### config.mk
export PLATFORM = sky130hd
export DESIGN_NAME = counter4_readout_flat
export DESIGN_NICKNAME = d
export VERILOG_FILES = /design/src/rtl/counter4_readout_if.sv /design/src/rtl/counter4_readout.sv /design/src/flat_wrapper.sv
export SDC_FILE = /design/constraint.sdc
export NUM_CORES = 1
export LEC_CHECK = 0
export CORE_MARGIN = 2
export CORE_UTILIZATION = 50
export DETAILED_ROUTE_END_ITERATION = 8
export PLACE_DENSITY = 0.69
export SLEW_MARGIN = 30
export SYNTH_ARGS = -nofsm -noshare
export SYNTH_HDL_FRONTEND = slang
export SYNTH_SLANG_ARGS = --single-unit
export TNS_END_PERCENT = 30
### constraint.sdc
create_clock -name GCLK_Pad -period 3.15 [get_ports GCLK_Pad]
set_input_delay 0.4725 -clock GCLK_Pad [delete_from_list [all_inputs] [get_ports GCLK_Pad]]
set_output_delay 0.4725 -clock GCLK_Pad [all_outputs]
set_load 0.05 [all_outputs]
### src/rtl/counter4_readout_if.sv
// Pad-level bundle between the 4-bit routed counter/readout pins and counter4_readout.
// Carries thresh_Pad only when COUNTER4_READOUT_THRESH_CMP_EN is defined.
interface counter4_readout_if;
  logic count0_Pad;
  logic count1_Pad;
  logic count2_Pad;
  logic count3_Pad;
  logic cap_Pad;
  logic ser_Pad;
  logic ser_valid_Pad;
  logic busy_Pad;
  logic wrap_Pad;
  logic drop_Pad;
`ifdef COUNTER4_READOUT_THRESH_CMP_EN
  logic thresh_Pad;
`endif

  modport slave (
    input  count0_Pad, count1_Pad, count2_Pad, count3_Pad, cap_Pad,
    output ser_Pad, ser_valid_Pad, busy_Pad, wrap_Pad, drop_Pad
`ifdef COUNTER4_READOUT_THRESH_CMP_EN
    , output thresh_Pad
`endif
  );

  modport master (
    output count0_Pad, count1_Pad, count2_Pad, count3_Pad, cap_Pad,
    input  ser_Pad, ser_valid_Pad, busy_Pad, wrap_Pad, drop_Pad
`ifdef COUNTER4_READOUT_THRESH_CMP_EN
    , input thresh_Pad
`endif
  );
endinterface

### src/rtl/counter4_readout.sv
// Samples the 4-bit counter pads, flags 15->0 wraps and serialises captured words with a one-deep pending slot.
// Optional threshold pulse output enabled by COUNTER4_READOUT_THRESH_CMP_EN.
module counter4_readout #(
  parameter int          CNT_W     = 4,
  parameter bit          MSB_FIRST = 1'b0,
  parameter int unsigned THRESH    = 15
) (
  input  logic            GCLK_Pad,
  input  logic            rst_Pad,
  counter4_readout_if.slave bus
);

  if (CNT_W != 4 || THRESH >= (1 << CNT_W)) begin : g_bad_cfg
    $error("counter4_readout: CNT_W must be 4 and THRESH must fit in it");
  end

  typedef enum logic {IDLE = 1'b0, SHIFT = 1'b1} state_e;

  state_e     state_q, state_d;
  logic [3:0] prev_q, prev_d;
  logic [3:0] sh_q, sh_d;
  logic [1:0] idx_q, idx_d;
  logic [3:0] pend_q, pend_d;
  logic       pend_vld_q, pend_vld_d;
  logic       ser_q, ser_d;
  logic       vld_q, vld_d;
  logic       wrap_q, wrap_d;
  logic       drop_q, drop_d;
  logic [3:0] cur;
  logic       cap;

  assign cur = {bus.count3_Pad, bus.count2_Pad, bus.count1_Pad, bus.count0_Pad};
  assign cap = bus.cap_Pad;

  // Bit i of the transmit order for word w.
  function automatic logic pick(input logic [3:0] w, input logic [1:0] i);
    return MSB_FIRST ? w[2'd3 - i] : w[i];
  endfunction

  always_comb begin
    state_d    = state_q;
    sh_d       = sh_q;
    idx_d      = idx_q;
    pend_d     = pend_q;
    pend_vld_d = pend_vld_q;
    ser_d      = 1'b0;
    vld_d      = 1'b0;
    drop_d     = 1'b0;
    prev_d     = cur;
    wrap_d     = (prev_q == 4'hF) && (cur == 4'h0);
    case (state_q)
      IDLE: begin
        if (cap) begin
          state_d = SHIFT;
          sh_d    = cur;
          idx_d   = 2'd0;
          vld_d   = 1'b1;
          ser_d   = pick(cur, 2'd0);
        end
      end
      SHIFT: begin
        vld_d = 1'b1;
        if (idx_q == 2'd3) begin
          // Word boundary: pending word goes first, a same-edge request refills pending.
          idx_d = 2'd0;
          if (pend_vld_q) begin
            sh_d       = pend_q;
            ser_d      = pick(pend_q, 2'd0);
            pend_vld_d = cap;
            pend_d     = cap ? cur : pend_q;
          end else if (cap) begin
            sh_d  = cur;
            ser_d = pick(cur, 2'd0);
          end else begin
            state_d = IDLE;
            vld_d   = 1'b0;
          end
        end else begin
          idx_d = idx_q + 2'd1;
          ser_d = pick(sh_q, idx_q + 2'd1);
          if (cap) begin
            if (!pend_vld_q) begin
              pend_vld_d = 1'b1;
              pend_d     = cur;
            end else begin
              drop_d = 1'b1;
            end
          end
        end
      end
      default: state_d = IDLE;
    endcase
  end

  always_ff @(posedge GCLK_Pad or negedge rst_Pad) begin
    if (!rst_Pad) begin
      state_q    <= IDLE;
      prev_q     <= 4'h0;
      sh_q       <= 4'h0;
      idx_q      <= 2'd0;
      pend_q     <= 4'h0;
      pend_vld_q <= 1'b0;
      ser_q      <= 1'b0;
      vld_q      <= 1'b0;
      wrap_q     <= 1'b0;
      drop_q     <= 1'b0;
    end else begin
      state_q    <= state_d;
      prev_q     <= prev_d;
      sh_q       <= sh_d;
      idx_q      <= idx_d;
      pend_q     <= pend_d;
      pend_vld_q <= pend_vld_d;
      ser_q      <= ser_d;
      vld_q      <= vld_d;
      wrap_q     <= wrap_d;
      drop_q     <= drop_d;
    end
  end

  assign bus.ser_Pad       = ser_q;
  assign bus.ser_valid_Pad = vld_q;
  // Pending is only ever occupied while shifting, so busy tracks valid.
  assign bus.busy_Pad      = vld_q;
  assign bus.wrap_Pad      = wrap_q;
  assign bus.drop_Pad      = drop_q;

`ifdef COUNTER4_READOUT_THRESH_CMP_EN
  logic thresh_q, thresh_d;
  localparam logic [3:0] THR = THRESH[3:0];

  always_comb begin
    thresh_d = (cur == THR) && (prev_q != THR);
  end

  always_ff @(posedge GCLK_Pad or negedge rst_Pad) begin
    if (!rst_Pad) thresh_q <= 1'b0;
    else          thresh_q <= thresh_d;
  end

  assign bus.thresh_Pad = thresh_q;
`endif

endmodule

### src/flat_wrapper.sv
// flat-port wrapper written by rule: the top's interface ports become plain ports
module counter4_readout_flat 
#(
  parameter int          CNT_W     = 4,
  parameter bit          MSB_FIRST = 1'b0,
  parameter int unsigned THRESH    = 15
)
  (GCLK_Pad, rst_Pad, bus_count0_Pad, bus_count1_Pad, bus_count2_Pad, bus_count3_Pad, bus_cap_Pad, bus_ser_Pad, bus_ser_valid_Pad, bus_busy_Pad, bus_wrap_Pad, bus_drop_Pad);
  counter4_readout_if bus_i ();
  input  logic GCLK_Pad;
  input  logic rst_Pad;
  input wire logic [$bits(bus_i.count0_Pad)-1:0] bus_count0_Pad;
  input wire logic [$bits(bus_i.count1_Pad)-1:0] bus_count1_Pad;
  input wire logic [$bits(bus_i.count2_Pad)-1:0] bus_count2_Pad;
  input wire logic [$bits(bus_i.count3_Pad)-1:0] bus_count3_Pad;
  input wire logic [$bits(bus_i.cap_Pad)-1:0] bus_cap_Pad;
  output wire logic [$bits(bus_i.ser_Pad)-1:0] bus_ser_Pad;
  output wire logic [$bits(bus_i.ser_valid_Pad)-1:0] bus_ser_valid_Pad;
  output wire logic [$bits(bus_i.busy_Pad)-1:0] bus_busy_Pad;
  output wire logic [$bits(bus_i.wrap_Pad)-1:0] bus_wrap_Pad;
  output wire logic [$bits(bus_i.drop_Pad)-1:0] bus_drop_Pad;
  assign bus_i.count0_Pad = bus_count0_Pad;
  assign bus_i.count1_Pad = bus_count1_Pad;
  assign bus_i.count2_Pad = bus_count2_Pad;
  assign bus_i.count3_Pad = bus_count3_Pad;
  assign bus_i.cap_Pad = bus_cap_Pad;
  assign bus_ser_Pad = bus_i.ser_Pad;
  assign bus_ser_valid_Pad = bus_i.ser_valid_Pad;
  assign bus_busy_Pad = bus_i.busy_Pad;
  assign bus_wrap_Pad = bus_i.wrap_Pad;
  assign bus_drop_Pad = bus_i.drop_Pad;
  counter4_readout #(.CNT_W(CNT_W), .MSB_FIRST(MSB_FIRST), .THRESH(THRESH)) u_core (.GCLK_Pad(GCLK_Pad), .rst_Pad(rst_Pad), .bus(bus_i));
endmodule
* Yosys cells after proc, flatten, opt, wreduce, memory -nomap -nowiden *
Index checks and enable logic that the tools add are counted.

storage, ports and cells
  flip-flop bits (word level) = 19
  input bits = 7

operators by class
  add/subtract/negate cells = 1
  $lt $le $gt $ge = 1
  equality and inequality tests = 7
  muxes and demuxes = 29
  bitwise gates (word level) = 1
  reductions and logical operators = 5

operators with widths
  operator                                             number
  2-to-1 mux 4 bit                                     8
  2-to-1 mux 1 bit                                     14
  != test 2 bit (second input constant)                4
  case mux 4 bit (2 select lines)                      1
  AND reduction 5 bit                                  1
  == test 4 bit (second input constant)                1
  zero test 4 bit                                      1
  2-to-1 mux 2 bit                                     2
  case mux 1 bit (2 select lines)                      2
  case mux 2 bit (2 select lines)                      1
  < comparator 2 x 3 -> 1 bit (second input constant)  1
  adder 2 x 1 -> 2 bit (second input constant)         1
  binary-select mux 1 bit (select 2 bit)               1
  == test 2 bit (second input constant)                1
  != test 2 x 1 -> 1 bit (second input constant)       1
  AND reduction 2 bit                                  1
  nonzero test 2 bit                                   1
  logical AND 1 bit                                    1
  inverter 1 bit                                       1

* Longest topological paths before layout *
  depth after elaboration = 5
  mapped depth = 5

* Least setup slack after synthesis *
No wires, ideal clock.

  path type = register to register
  start = register u_core.idx_q[0]
  end = register u_core.pend_q[0]
  library setup time = 125 ps
  arrival = 1,454 ps
  path slack = 1,571 ps
  stages on the path, launching flop included = 6
  clock period less this slack = 1,579 ps
  cell sequence = dfrtp_1 ha_1 buf_4 nand2b_4 o22ai_4 mux2_4

between the ends
  word-level cells in the longest chain between the ends = 3
  elaborated cells on any way between the ends = 6
  classes of those cells = eq/ne (3); mux (1); reduce/logical (2)

RTL lines
  what                                                                   RTL line                 text
  from (decl)                                                            counter4_readout.sv:22   logic [1:0] idx_q, idx_d;
  from (signal assigned)                                                 counter4_readout.sv:111  idx_q <= idx_d;
  == test 2 bit (*)                                                      counter4_readout.sv:63   if (idx_q == 2'd3) begin
  != test 2 x 1 -> 1 bit (no source line), or another cell as far along  -
  AND reduction 5 bit (no source line)                                   -
  to (signal assigned)                                                   counter4_readout.sv:112  pend_q <= pend_d;
  to (decl)                                                              counter4_readout.sv:23   logic [3:0] pend_q, pend_d;

Mark *: on every way between the ends. The rest lies on a longest branch, timed or not.
A chain may end at the register's enable or synchronous reset.

==> flow_summary_export.csv <==
group,metric,value,unit
grt,grt.total_usage,16.5,%
clocking,cts_hold_buf,0,
worst_hold_path,hp-class,"reg -> reg",
timing,worst_hold_slack,0.530,ns
timing,period_share,73.5,%
floorplanning,die_height,46.9,um
power,p_per_area,1040,nW/um^2
worst_setup_path,path_class,"reg -> out",
placement,hpwl,1.09,mm
yosys,yosysTopAreaCellShare,51.6,%
clocking,clock-sinks,19,
flow_run,cap_violations,0,
worst_setup_path,max_stage_delay,0.90,ns
grt,grt_max_degree,20,
clocking,cts_resized,0,
worst_setup_path,start_kind,"flip-flop",
floorplanning,die_w,46.9,um
worst_setup_path,reg2reg_from,"u_core.idx_q[0]$_DFFE_PN0P_",
placement,routabilityCongestion,0.730,
placement,port_buffers,11,
routing,drt_wl_total,1.50,mm
power,irDropWorstVdd,0.526,mV
yosys,netlist.top_cell.by_area,"dfrtp_1",
yosys,avgSynthCellArea,12.8,sq um
clocking,clk_latency,0.29,ns
clocking,h-tree-depth,1,
final_layout,drive_gt1_share,18.3,%
timing,setup_violations,0,
worst_setup_path,critical_path_buf_inv_count,1,
final_layout,nFillCells,145,
timing,worst_pin_slew,0.768,ns
yosys,netlist_area,921,sq um
worst_setup_path,critPathMaxFanout,15,
yosys,synth.most_common_cell,"dfrtp_1",
routing,drc,0,
routing,vias_per_cell,5.36,
timing,skew,0.0114,ns
worst_setup_path,endpoint_kind,"primary output",
routing,drt_iter0_markers,13,
clocking,cts-root-buf,"clkbuf_4",
worst_setup_path,arrival,1.84,ns
timing,slew_violations,0,
clocking,clock_path_buffers,2,
yosys,ys_warn_count,0,
timing,hold_viol,0,
final_layout,regArea,475,sq um
timing,timing.final.ws_setup,0.834,ns
yosys,postSynthCellCount,72,
clocking,post_cts_buffers,0,
yosys,ys_seq_area_share,51.6,%
status,status,"finished clean",
clocking,cts_tree,"built",
yosys,synthFlopType,"dfrtp_1",
final_layout,multi_input_comb_area,399,sq um
yosys,ys_ff_latch,19,
timing,rsz0062_at_grt,"no",
worst_setup_path,crit_required,2.68,ns
yosys,synth_commonest_cells,"19 x dfrtp_1, 5 x nor2_1, 5 x o22ai_1",
floorplanning,start_util,53.3,%
floorplanning,rows,15,
floorplanning,pin_count,12,
routing,route.vias.total,574,
yosys,synth_async_sr_flop_share,100,%
worst_setup_path,crit_start,"u_core.state_q$_DFF_PN0_",
worst_setup_path,path_cells,"clkdlybuf4s50_1",
floorplanning,die-area,2200,sq um
power,leakage,0.443,nW
yosys,synth_area_leaders,"dfrtp_1 52%, mux2_4 4.9%, o22ai_1 3.4%",
yosys,syn_nets,81,
grt,antenna_found_initial,0,
routing,first_pass_iters,2,
timing,maxSlewHeadroom,48.6,%
clocking,cts_made_buffers,3,
clocking,clk_pin_slew_worst_paths,0.10,ns
routing,ant_nets,0,
worst_hold_path,hold_path_startpoint,"u_core.sh_q[3]$_DFFE_PN0P_",
power,finalPower,1.09,mW
yosys,synth_edf_count,0,
floorplanning,core,1730,sq um
timing,final.setup.tns,0,ns
routing,wl_per_cell,14.0,um
final_layout,syn_to_final_growth,13.6,%
grt,grt_first_pass_wirelength,2.46,mm
timing,post-route-min-period,2.32,ns
grt,globalRouteOverflowTotal,0,
worst_setup_path,cp_slowest_cell,"clkdlybuf4s50_1",
timing,max_freq,432,MHz
worst_setup_path,critical_path.top_delay_family,"buffers and inverters",
placement,dpl_worst_slack,1.14,ns
final_layout,nets,92,
yosys,synth_cell_types,35,
grt,grt_pass1_vias,539,
final_layout,antennaDiodeCount,0,
## metal layers
layer	part of all wire [%]	track usage, %
met1	50	21.3
met3	4.1	6.92
met5	0	0
met4	0.80	5.00
met2	45	25.5
## final timing paths
| path | end | slack, ns | cells past startpoint |
|---|---|---|---|
| min in group asynchronous | u_core.prev_q[3]$_DFF_PN0_ | 0.62 | 1 |
| setup reg to reg | u_core.bus.ser_Pad$_DFF_PN0_ | 1.36 | 4 |
| hold / removal | u_core.sh_q[3]$_DFFE_PN0P_ | 0.53 | 1 |
| max in group asynchronous | u_core.bus.drop_Pad$_DFF_PN0_ | 2.04 | 1 |
| setup / recovery | bus_ser_valid_Pad | 0.83 | 1 |
| hold reg to reg | u_core.sh_q[3]$_DFFE_PN0P_ | 0.53 | 1 |
## sequential cells by signal, summed over array words and instances, names as in the netlist
| register | count |
|---|---|
| u_core.bus.wrap_Pad | 1 |
| u_core.sh_q | 4 |
| u_core.prev_q | 4 |
| u_core.idx_q | 2 |
| u_core.pend_q | 4 |
| u_core.state_q | 1 |
| u_core.bus.drop_Pad | 1 |
| u_core.bus.ser_Pad | 1 |
| u_core.pend_vld_q | 1 |
## stage by stage
stage          cells  area (sq um)  utilization [%]
5_1_grt          107          1050             60.6
6_report         107          1050             60.6
3_5_place_dp     103          1020             59.1
3_3_place_gp     103          1020             59.1
2_1_floorplan     72           921                -
4_1_cts          107          1050             60.6
## cells by family after synthesis
| group | after synthesis | share of synthesized area, % |
|---|---|---|
| AO/OA/AOI/OAI | 20 | 18.5 |
| buffers and inverters | 6 | 5.03 |
| AND/OR/NAND/NOR | 19 | 13.2 |
| XOR/XNOR | 1 | 1.77 |
| multiplexers | 5 | 7.20 |
| adder cells (fa/ha/maj) | 2 | 2.72 |
| flip-flops | 19 | 51.6 |
## cells in the final DEF (no fill, tap or decap), types with 2 or more instances in the layout
cell / instances
dfrtp_1: 19
clkdlybuf4s50_1: 11
nor2_1: 5
o22ai_1: 5
nand2b_1: 3
mux2_4: 3
a2bb2oi_1: 3
clkbuf_4: 3
and3_1: 2
nand2_1: 2
ha_1: 2
## area by class of cell
cell class                      instances  share of cell area, %
Clock buffer                            4                   2.51
Inverter                                1                  0.359
Multi-Input combinational cell         47                   38.2
Sequential cell                        19                   45.5
Tap cell                               25                   2.99
Timing Repair Buffer                   11                   10.5
## power breakdown
part           internal (mW)  switching, mW  leakage, nW
logic                  0.293          0.270        0.211
clock network         0.0492         0.0675       0.0150
registers              0.335         0.0763        0.217
Note: power is estimated with default switching activity, not from simulation.
